**src/rtl/br_flow_demux_select_buffered_if.sv**
```systemverilog
// Push/pop bundle for br_flow_demux_select_buffered.
// slave: the demux itself. master: the producer/consumer side.
interface br_flow_demux_select_buffered_if #(
    parameter int NumRequesters = 2,
    parameter int BitWidth      = 1,
    parameter int CountWidth    = 16
);
    localparam int SelWidth = (NumRequesters > 1) ? $clog2(NumRequesters) : 1;

    logic [SelWidth-1:0]                      push_select;
    logic                                     push_ready;
    logic                                     push_valid;
    logic [BitWidth-1:0]                      push_data;
    logic [NumRequesters-1:0]                 pop_ready;
    logic [NumRequesters-1:0]                 pop_valid;
    logic [NumRequesters-1:0][BitWidth-1:0]   pop_data;
    logic [NumRequesters-1:0][CountWidth-1:0] pop_count;

    modport master (
        output push_select, push_valid, push_data, pop_ready,
        input  push_ready, pop_valid, pop_data, pop_count
    );

    modport slave (
        input  push_select, push_valid, push_data, pop_ready,
        output push_ready, pop_valid, pop_data, pop_count
    );
endinterface

```
**src/rtl/br_flow_demux_select_buffered.sv**
```systemverilog
// Buffered select demux: one producer steered by push_select into one of
// NumRequesters independent flop FIFOs, each feeding its own consumer.
// Optional macro BR_FLOW_DEMUX_SELECT_BUFFERED_COUNT_EN adds a saturating
// per-requester pop counter on pop_count; without it pop_count is tied to 0.
// BR_ASSERT_INTG enables checks on the producer's handshake behaviour.

// One requester lane: a Depth-entry circular FIFO with registered outputs.
module br_flow_demux_select_buffered_fifo #(
    parameter int BitWidth   = 1,
    parameter int Depth      = 2,
    parameter int CountWidth = 16
) (
    input  logic                  clk,
    input  logic                  rst,
    input  logic                  push_i,
    input  logic [BitWidth-1:0]   push_data_i,
    input  logic                  pop_ready_i,
    output logic                  full_o,
    output logic                  pop_valid_o,
    output logic [BitWidth-1:0]   pop_data_o,
    output logic [CountWidth-1:0] pop_count_o
);
    localparam int PtrWidth = (Depth > 1) ? $clog2(Depth) : 1;
    localparam int OccWidth = $clog2(Depth + 1);

    logic [Depth-1:0][BitWidth-1:0] mem_q, mem_d;
    logic [PtrWidth-1:0]            wr_ptr_q, wr_ptr_d;
    logic [PtrWidth-1:0]            rd_ptr_q, rd_ptr_d;
    logic [OccWidth-1:0]            occ_q, occ_d;
    logic                           pop;

    // Pointers wrap at Depth, which need not be a power of two.
    function automatic logic [PtrWidth-1:0] ptr_inc(input logic [PtrWidth-1:0] p);
        return (p == PtrWidth'(Depth - 1)) ? '0 : p + PtrWidth'(1);
    endfunction

    // All outputs come straight from flops: no path from push to pop side.
    assign full_o      = (occ_q == OccWidth'(Depth));
    assign pop_valid_o = (occ_q != '0);
    assign pop_data_o  = mem_q[rd_ptr_q];
    assign pop         = pop_valid_o & pop_ready_i;

    // Next-state: write at tail, advance head on pop, track occupancy.
    always_comb begin
        mem_d    = mem_q;
        wr_ptr_d = wr_ptr_q;
        rd_ptr_d = rd_ptr_q;
        occ_d    = occ_q;
        if (push_i) begin
            mem_d[wr_ptr_q] = push_data_i;
            wr_ptr_d        = ptr_inc(wr_ptr_q);
        end
        if (pop) begin
            rd_ptr_d = ptr_inc(rd_ptr_q);
        end
        case ({push_i, pop})
            2'b10:   occ_d = occ_q + OccWidth'(1);
            2'b01:   occ_d = occ_q - OccWidth'(1);
            default: occ_d = occ_q;
        endcase
    end

    // Storage and pointers; reset empties the lane and zeroes the payload.
    always_ff @(posedge clk) begin
        if (rst) begin
            mem_q    <= '0;
            wr_ptr_q <= '0;
            rd_ptr_q <= '0;
            occ_q    <= '0;
        end else begin
            mem_q    <= mem_d;
            wr_ptr_q <= wr_ptr_d;
            rd_ptr_q <= rd_ptr_d;
            occ_q    <= occ_d;
        end
    end

`ifdef BR_FLOW_DEMUX_SELECT_BUFFERED_COUNT_EN
    logic [CountWidth-1:0] count_q, count_d;

    // Count pops, holding at all-ones instead of wrapping.
    always_comb begin
        count_d = count_q;
        if (pop && (count_q != '1)) begin
            count_d = count_q + CountWidth'(1);
        end
    end

    // Counter register; value appears the cycle after the pop.
    always_ff @(posedge clk) begin
        if (rst) begin
            count_q <= '0;
        end else begin
            count_q <= count_d;
        end
    end

    assign pop_count_o = count_q;
`else
    assign pop_count_o = '0;
`endif

    // Offered entry stays put until the consumer takes it.
    a_pop_stable: assert property (@(posedge clk) disable iff (rst)
        pop_valid_o && !pop_ready_i |=> pop_valid_o && $stable(pop_data_o));
    a_occ_bound: assert property (@(posedge clk) disable iff (rst)
        occ_q <= OccWidth'(Depth));
    a_no_push_full: assert property (@(posedge clk) disable iff (rst)
        !(push_i && full_o));
endmodule

module br_flow_demux_select_buffered #(
    parameter int NumRequesters = 2,
    parameter int BitWidth      = 1,
    parameter int Depth         = 2,
    parameter int CountWidth    = 16
) (
    input logic                           clk,
    input logic                           rst,
    br_flow_demux_select_buffered_if.slave bus
);
    localparam int SelWidth = (NumRequesters > 1) ? $clog2(NumRequesters) : 1;

    if (NumRequesters < 2) begin : g_chk_nreq
        $error("NumRequesters must be >= 2");
    end
    if (BitWidth < 1) begin : g_chk_width
        $error("BitWidth must be >= 1");
    end
    if (Depth < 1) begin : g_chk_depth
        $error("Depth must be >= 1");
    end
    if (CountWidth < 1) begin : g_chk_cwidth
        $error("CountWidth must be >= 1");
    end

    logic [NumRequesters-1:0]                 full;
    logic [NumRequesters-1:0]                 push_hit;
    logic [NumRequesters-1:0]                 pop_valid;
    logic [NumRequesters-1:0][BitWidth-1:0]   pop_data;
    logic [NumRequesters-1:0][CountWidth-1:0] pop_count;
    logic                                     push_ready;

    // Ready looks only at the selected lane's registered fullness, so a
    // full lane never accepts even if it is popping this same cycle.
    always_comb begin
        push_ready = 1'b0;
        for (int i = 0; i < NumRequesters; i++) begin
            if (bus.push_select == SelWidth'(i)) begin
                push_ready = !full[i];
            end
        end
        if (rst) begin
            push_ready = 1'b0;
        end
    end

    for (genvar i = 0; i < NumRequesters; i++) begin : g_lane
        assign push_hit[i] = bus.push_valid & push_ready &
                             (bus.push_select == SelWidth'(i));

        br_flow_demux_select_buffered_fifo #(
            .BitWidth  (BitWidth),
            .Depth     (Depth),
            .CountWidth(CountWidth)
        ) u_fifo (
            .clk        (clk),
            .rst        (rst),
            .push_i     (push_hit[i]),
            .push_data_i(bus.push_data),
            .pop_ready_i(bus.pop_ready[i]),
            .full_o     (full[i]),
            .pop_valid_o(pop_valid[i]),
            .pop_data_o (pop_data[i]),
            .pop_count_o(pop_count[i])
        );
    end

    assign bus.push_ready = push_ready;
    assign bus.pop_valid  = pop_valid;
    assign bus.pop_data   = pop_data;
    assign bus.pop_count  = pop_count;

`ifdef BR_ASSERT_INTG
    a_sel_range: assert property (@(posedge clk) disable iff (rst)
        bus.push_valid |-> int'(bus.push_select) < NumRequesters);
    a_push_hold: assert property (@(posedge clk) disable iff (rst)
        bus.push_valid && !push_ready |=>
        bus.push_valid && $stable(bus.push_data) && $stable(bus.push_select));
`endif
endmodule

```
**src/flat_wrapper.sv**
```systemverilog
// flat-port wrapper written by rule: the top's interface ports become plain ports
module br_flow_demux_select_buffered_flat 
#(
    parameter int NumRequesters = 2,
    parameter int BitWidth      = 1,
    parameter int Depth         = 2,
    parameter int CountWidth    = 16
)
  (clk, rst, bus_push_select, bus_push_valid, bus_push_data, bus_pop_ready, bus_push_ready, bus_pop_valid, bus_pop_data, bus_pop_count);
  br_flow_demux_select_buffered_if #(.NumRequesters(NumRequesters), .BitWidth(BitWidth), .CountWidth(CountWidth)) bus_i ();
  input logic clk;
  input logic rst;
  input wire logic [$bits(bus_i.push_select)-1:0] bus_push_select;
  input wire logic [$bits(bus_i.push_valid)-1:0] bus_push_valid;
  input wire logic [$bits(bus_i.push_data)-1:0] bus_push_data;
  input wire logic [$bits(bus_i.pop_ready)-1:0] bus_pop_ready;
  output wire logic [$bits(bus_i.push_ready)-1:0] bus_push_ready;
  output wire logic [$bits(bus_i.pop_valid)-1:0] bus_pop_valid;
  output wire logic [$bits(bus_i.pop_data)-1:0] bus_pop_data;
  output wire logic [$bits(bus_i.pop_count)-1:0] bus_pop_count;
  assign bus_i.push_select = bus_push_select;
  assign bus_i.push_valid = bus_push_valid;
  assign bus_i.push_data = bus_push_data;
  assign bus_i.pop_ready = bus_pop_ready;
  assign bus_push_ready = bus_i.push_ready;
  assign bus_pop_valid = bus_i.pop_valid;
  assign bus_pop_data = bus_i.pop_data;
  assign bus_pop_count = bus_i.pop_count;
  br_flow_demux_select_buffered #(.NumRequesters(NumRequesters), .BitWidth(BitWidth), .Depth(Depth), .CountWidth(CountWidth)) u_core (.clk(clk), .rst(rst), .bus(bus_i));
endmodule
```
**config.mk**
```make
export PLATFORM = sky130hd
export DESIGN_NAME = br_flow_demux_select_buffered_flat
export DESIGN_NICKNAME = d
export VERILOG_FILES = /design/src/rtl/br_flow_demux_select_buffered_if.sv /design/src/rtl/br_flow_demux_select_buffered.sv /design/src/flat_wrapper.sv
export SDC_FILE = /design/constraint.sdc
export NUM_CORES = 1
export LEC_CHECK = 0
export CORE_ASPECT_RATIO = 0.75
export CORE_MARGIN = 2
export CORE_UTILIZATION = 36
export CTS_BUF_LIST = sky130_fd_sc_hd__clkbuf_16
export DETAILED_ROUTE_END_ITERATION = 7
export PLACE_DENSITY = 0.75
export SYNTH_ARGS = -nofsm -noshare
export SYNTH_HDL_FRONTEND = slang
export SYNTH_HIERARCHICAL = 1
export SYNTH_SLANG_ARGS = --single-unit
```
**constraint.sdc**
```tcl
create_clock -name clk -period 2.48 [get_ports clk]
set_clock_uncertainty 0.15 [all_clocks]
set_input_delay 0.744 -clock clk [delete_from_list [all_inputs] [get_ports clk]]
set_output_delay 0.744 -clock clk [all_outputs]
set_load 0.05 [all_outputs]
```
Word level (Yosys, flattened, before mapping)

Index checks and enable logic that the tools add are counted.

$add $sub $neg: 8
Magnitude comparators: 6
Equality and inequality tests: 6
Muxes and demuxes: 18
Bitwise operators: 6
Reduce and logical (&&, ||, !) cells: 8

Operators with widths:

| cell                | count |
|---|---|
| $mux 1              | 12 |
| $eq 2x2->1 const B  | 4 |
| $lt 1x2->1 const B  | 4 |
| $pmux 2 s2          | 2 |
| $reduce_bool 2->1   | 4 |
| $and 1x1->1         | 5 |
| $add 1x1->1 const B | 4 |
| $add 2x1->2 const B | 2 |
| $bwmux 2            | 2 |
| $eq 2x1->1 const B  | 2 |
| $sub 2x1->2 const B | 2 |
| $demux 1 s1         | 2 |
| $ge 1x1->1 const B  | 2 |
| $logic_and 1x1->1   | 2 |
| $logic_not 1->1     | 2 |
| $not 1->1           | 1 |

Bits in registers: 12
Output and inout bits: 37
Logic and storage cells: 62

Longest topological paths before layout

Depth in word-level cells: 8
Gate-level depth with buffers: 7

Hierarchy

Netlist, hierarchy kept.

Modules (own cells, without submodules):

| module                             | times used | cells each | area each (um^2) | seq. area each (um^2) |
|---|---|---|---|---|
| br_flow_demux_select_buffered_fifo | 2          | 46         | 391.6            | 120.1 |
| br_flow_demux_select_buffered      | 1          | 5          | 45.0             | 0.0 |

Least setup slack after synthesis

Ideal clock, no wire load.

Path kind: input to output
Start: in bus_push_select
End: out bus_push_ready
Data arrival time: 1947 ps
Required time: 1586 ps
Setup slack: -361 ps
Cell stages on the path: 1
Path buffers: 0
Cell sequence: a211oi_1

Longest elaborated chain between the ends: 2

Ends and longest elaborated chain:

| item               | line                                 | text |
|---|---|---|
| start: declaration | flat_wrapper.sv:13                   | `input wire logic [$bits(bus_i.push_select)-1:0] bus_push_select;` |
| $mux 1             | br_flow_demux_select_buffered.sv:149 | `if (bus.push_select == SelWidth'(i)) begin` |
| $mux 1             | br_flow_demux_select_buffered.sv:153 | `if (rst) begin` |
| end: declaration   | flat_wrapper.sv:17                   | `output wire logic [$bits(bus_i.push_ready)-1:0] bus_push_ready;` |

No other way between the ends.

Worst setup path in the final report

Start: in rst
End: out bus_push_ready

Longest elaborated chain between the ends: 1

Ends and longest elaborated chain:

| item               | line                                 | text |
|---|---|---|
| start: declaration | flat_wrapper.sv:12                   | `input logic rst;` |
| $mux 1             | br_flow_demux_select_buffered.sv:153 |  |

No other way between the ends.

==> impl_metrics.toml <==
[run_status]
status = "finished clean"

[placement]
place_hpwl_mm = 1.13
routabilityCongestion = 0.722
post-place-ws_ps = -234
postPlaceCellArea_um2 = 912
dp.cells = 139
number_of_port_buffers = 11

[drt]
detailedRoute.firstIterationViolations = 0
number_of_antenna_violating_nets_in_the_routed_design = 0
vias_per_cell = 4.13
routed_wl_mm = 1.39
detail_routed_net_length_per_standard_cell_um = 9.71
drt_first_pass_iters = 1
route.vias.total = 591
post-route-drc-count = 0

[finish]
postLayoutCoreUtil = 0.449
final_non_filler_cell_total = 143
synthToLayoutAreaGrowth_pct = 21.1
final_net_count = 128
final_design_area_no_fill_mm2 = 0.00100
post_route_cells_drive_above_1_share = 0.229
antennaDiodeCount = 0

[timing]
final_min_period_over_clock_period = 0.975
finalHoldViolations = 0
hold_slack_ps = 322
finalWorstPathRequiredPeriod_ps = 2420
number_of_slew_limit_violations_in_the_final_report = 0
achievable-frequency_mhz = 413
fin_setup_tns_ps = 0
rsz0062_at_grt = "no"
report.final.setup_viol = 0
final.setup.worst_slack_ps = 60.8

[cts]
clock_insertion_delay_worst_skew_ps = 240
total_number_of_h_tree_levels = 1
number_of_sinks_on_the_clock_net = 12
post_cts_hold_buffer_count = 0
number_of_clock_buffers_inserted_by_tritoncts = 3
clk_pin_slew_worst_paths_ps = 40
clock_tree.buffer_depth = 2
ctsRootBufferMaster = "sky130_fd_sc_hd__clkbuf_16"
clock_tree_from_tritoncts = "built"

[setup_path]
worst-endpoint-arrival_ps = 1530
critical_path.max_stage_delay_ps = 260
critPathSlowestCell = "sky130_fd_sc_hd__dlygate4sd2_1"
endpoint_kind = "output port"
worstPathRequired_ps = 1590
crit_fanout = 3
setup.worst_path.class = "primary input to output port"
critical_path.cell_chain = "dlygate4sd2_1 -> buf_4 -> a211oi_4 -> buf_12"
critical_path.startpoint_type = "primary input"

[hold_path]
min-delay-path-class = "register to register"

[yosys]
avgSynthCellArea_um2 = 8.54
syn_area_um2 = 828
synth_top_cell_by_area = "sky130_fd_sc_hd__dfxtp_1"
flip_flop_and_latch_count_after_synthesis = 12
yosysUniqueCellTypes = 24
netlist.area_leader.share = 0.290
seq_area_frac_synth = 0.290
synth_warnings = 6
synth_area_leaders = "sky130_fd_sc_hd__dfxtp_1 29%, sky130_fd_sc_hd__buf_4 29%, sky130_fd_sc_hd__xnor2_1 4.2%"
synthesis.instances = 97

[job]
drv_cap = 0

[floorplanning]
floorplan.die.height_um = 45.5
fp.dieW_um = 59.4
num_io_pins = 44
floorplan.initialDensity = 0.371
floorplan.die_area_mm2 = 0.00270
std_cell_rows = 15
fp.coreArea_mm2 = 0.00223

[global_routing]
grt_pass1_vias = 503
grt_start_max_net_pins = 12
grt_overflow_total = 0
grt_antenna_before_repair = 0
gr-usage-all-layers = 0.107
global_route_wire_length_before_repair_mm = 2.10

[pwr]
static-leakage-power_nw = 0.484
ir_drop_mv = 0.240
finalPower_mw = 0.854
power_per_cell_area_mw_per_mm2 = 851
layout make-up:
class | count | area, um^2
Timing Repair Buffer | 19 | 169
Clock buffer | 3 | 75.1
Multi-Input combinational cell | 81 | 477
Fill cell | 227 | 1230
Tap cell | 25 | 31.3
Sequential cell | 12 | 240
Clock inverter | 1 | 3.75
Inverter | 2 | 7.51
registers in the layout, indices dropped and copies added (netlist names):
signal and flops:
u_core/g_lane.u_fifo/rd_ptr_q 2, u_core/g_lane.u_fifo/occ_q 4, u_core/g_lane.u_fifo/wr_ptr_q 2, u_core/g_lane.u_fifo/mem_q 4
worst max-delay path, delay by kind of cell:
kind                   cells  cell delay (ps)
AOI/OAI and AO/OA          1              200
buffers and inverters      3              580
synth_stat cells:
master                      n
sky130_fd_sc_hd__a211oi_1   1
sky130_fd_sc_hd__a21oi_1    6
sky130_fd_sc_hd__and2b_2    2
sky130_fd_sc_hd__buf_4     32
sky130_fd_sc_hd__conb_1     2
sky130_fd_sc_hd__dfxtp_1   12
sky130_fd_sc_hd__ha_1       2
sky130_fd_sc_hd__inv_1      2
sky130_fd_sc_hd__mux2_2     2
sky130_fd_sc_hd__mux2i_1    2
sky130_fd_sc_hd__nand2_1    6
sky130_fd_sc_hd__nand2b_1   2
sky130_fd_sc_hd__nand2b_4   1
sky130_fd_sc_hd__nand3_1    2
sky130_fd_sc_hd__nor2_1     6
sky130_fd_sc_hd__nor2b_1    1
sky130_fd_sc_hd__nor3_1     1
sky130_fd_sc_hd__nor3b_2    1
sky130_fd_sc_hd__o21a_2     2
sky130_fd_sc_hd__o21ai_0    2
sky130_fd_sc_hd__or2_2      2
sky130_fd_sc_hd__or3_1      2
sky130_fd_sc_hd__xnor2_1    4
sky130_fd_sc_hd__xor2_1     2
worst paths after layout:
path	cells after the start	from	slack, ps	end
setup / recovery	4	rst	60	bus_push_ready
hold reg to reg	2	u_core/g_lane[0].u_fifo/mem_q[1]	320	u_core/g_lane[0].u_fifo/mem_q[1]
hold / removal	2	u_core/g_lane[0].u_fifo/mem_q[1]	320	u_core/g_lane[0].u_fifo/mem_q[1]
setup reg to reg	6	u_core/g_lane[1].u_fifo/occ_q[0]	470	u_core/g_lane[1].u_fifo/occ_q[1]
kinds of logic (layout without fill, tap and decap cells):
kind of cell | count (synthesis) | in the layout | share of synthesized area
buffers and inverters | 34 | 25 | 0.299
AND/OR/NAND/NOR | 26 | 26 | 0.178
flip-flops | 12 | 12 | 0.290
AO/OA/AOI/OAI | 11 | 11 | 0.0786
XOR/XNOR | 6 | 6 | 0.0634
multiplexers | 4 | 4 | 0.0514
adder cells (fa/ha/maj) | 2 | 2 | 0.0302
other | 2 | 32 | 0.00907
where the power goes:
group          switching (mW)  total, mW  internal [mW]
clock network          0.0829      0.295          0.212
registers              0.0257      0.242          0.216
logic                   0.217      0.317         0.0997
cells in the final DEF, fill, tap and decap left out, drive strengths merged, types with 3 or more instances in the layout:
cell,count
nand2b,3
clkdlybuf4s50,3
a21oi,6
conb,32
dlygate4sd2,3
nand2,6
buf,11
dfxtp,12
xnor2,4
clkbuf,4
nor2,6
per-layer routing:
metal	routed length [um]	track usage	vias up	share of wire
li1	-	-	293	-
met1	556	0.127	271	0.40
met2	731	0.180	25	0.53
met3	84	0.0256	2	0.061
met4	16	0.0545	0	0.012
met5	0	0	-	0
what timing repair did:
item / 4_1_cts / 5_1_grt
pin swaps: 1 / 0
setup buffers: 0 / 0
endpoints found under the hold margin: 0 / 0
endpoints found under the setup margin: 4 / 3
resized for setup: 6 / 4
(Power assumes the default switching activity.)
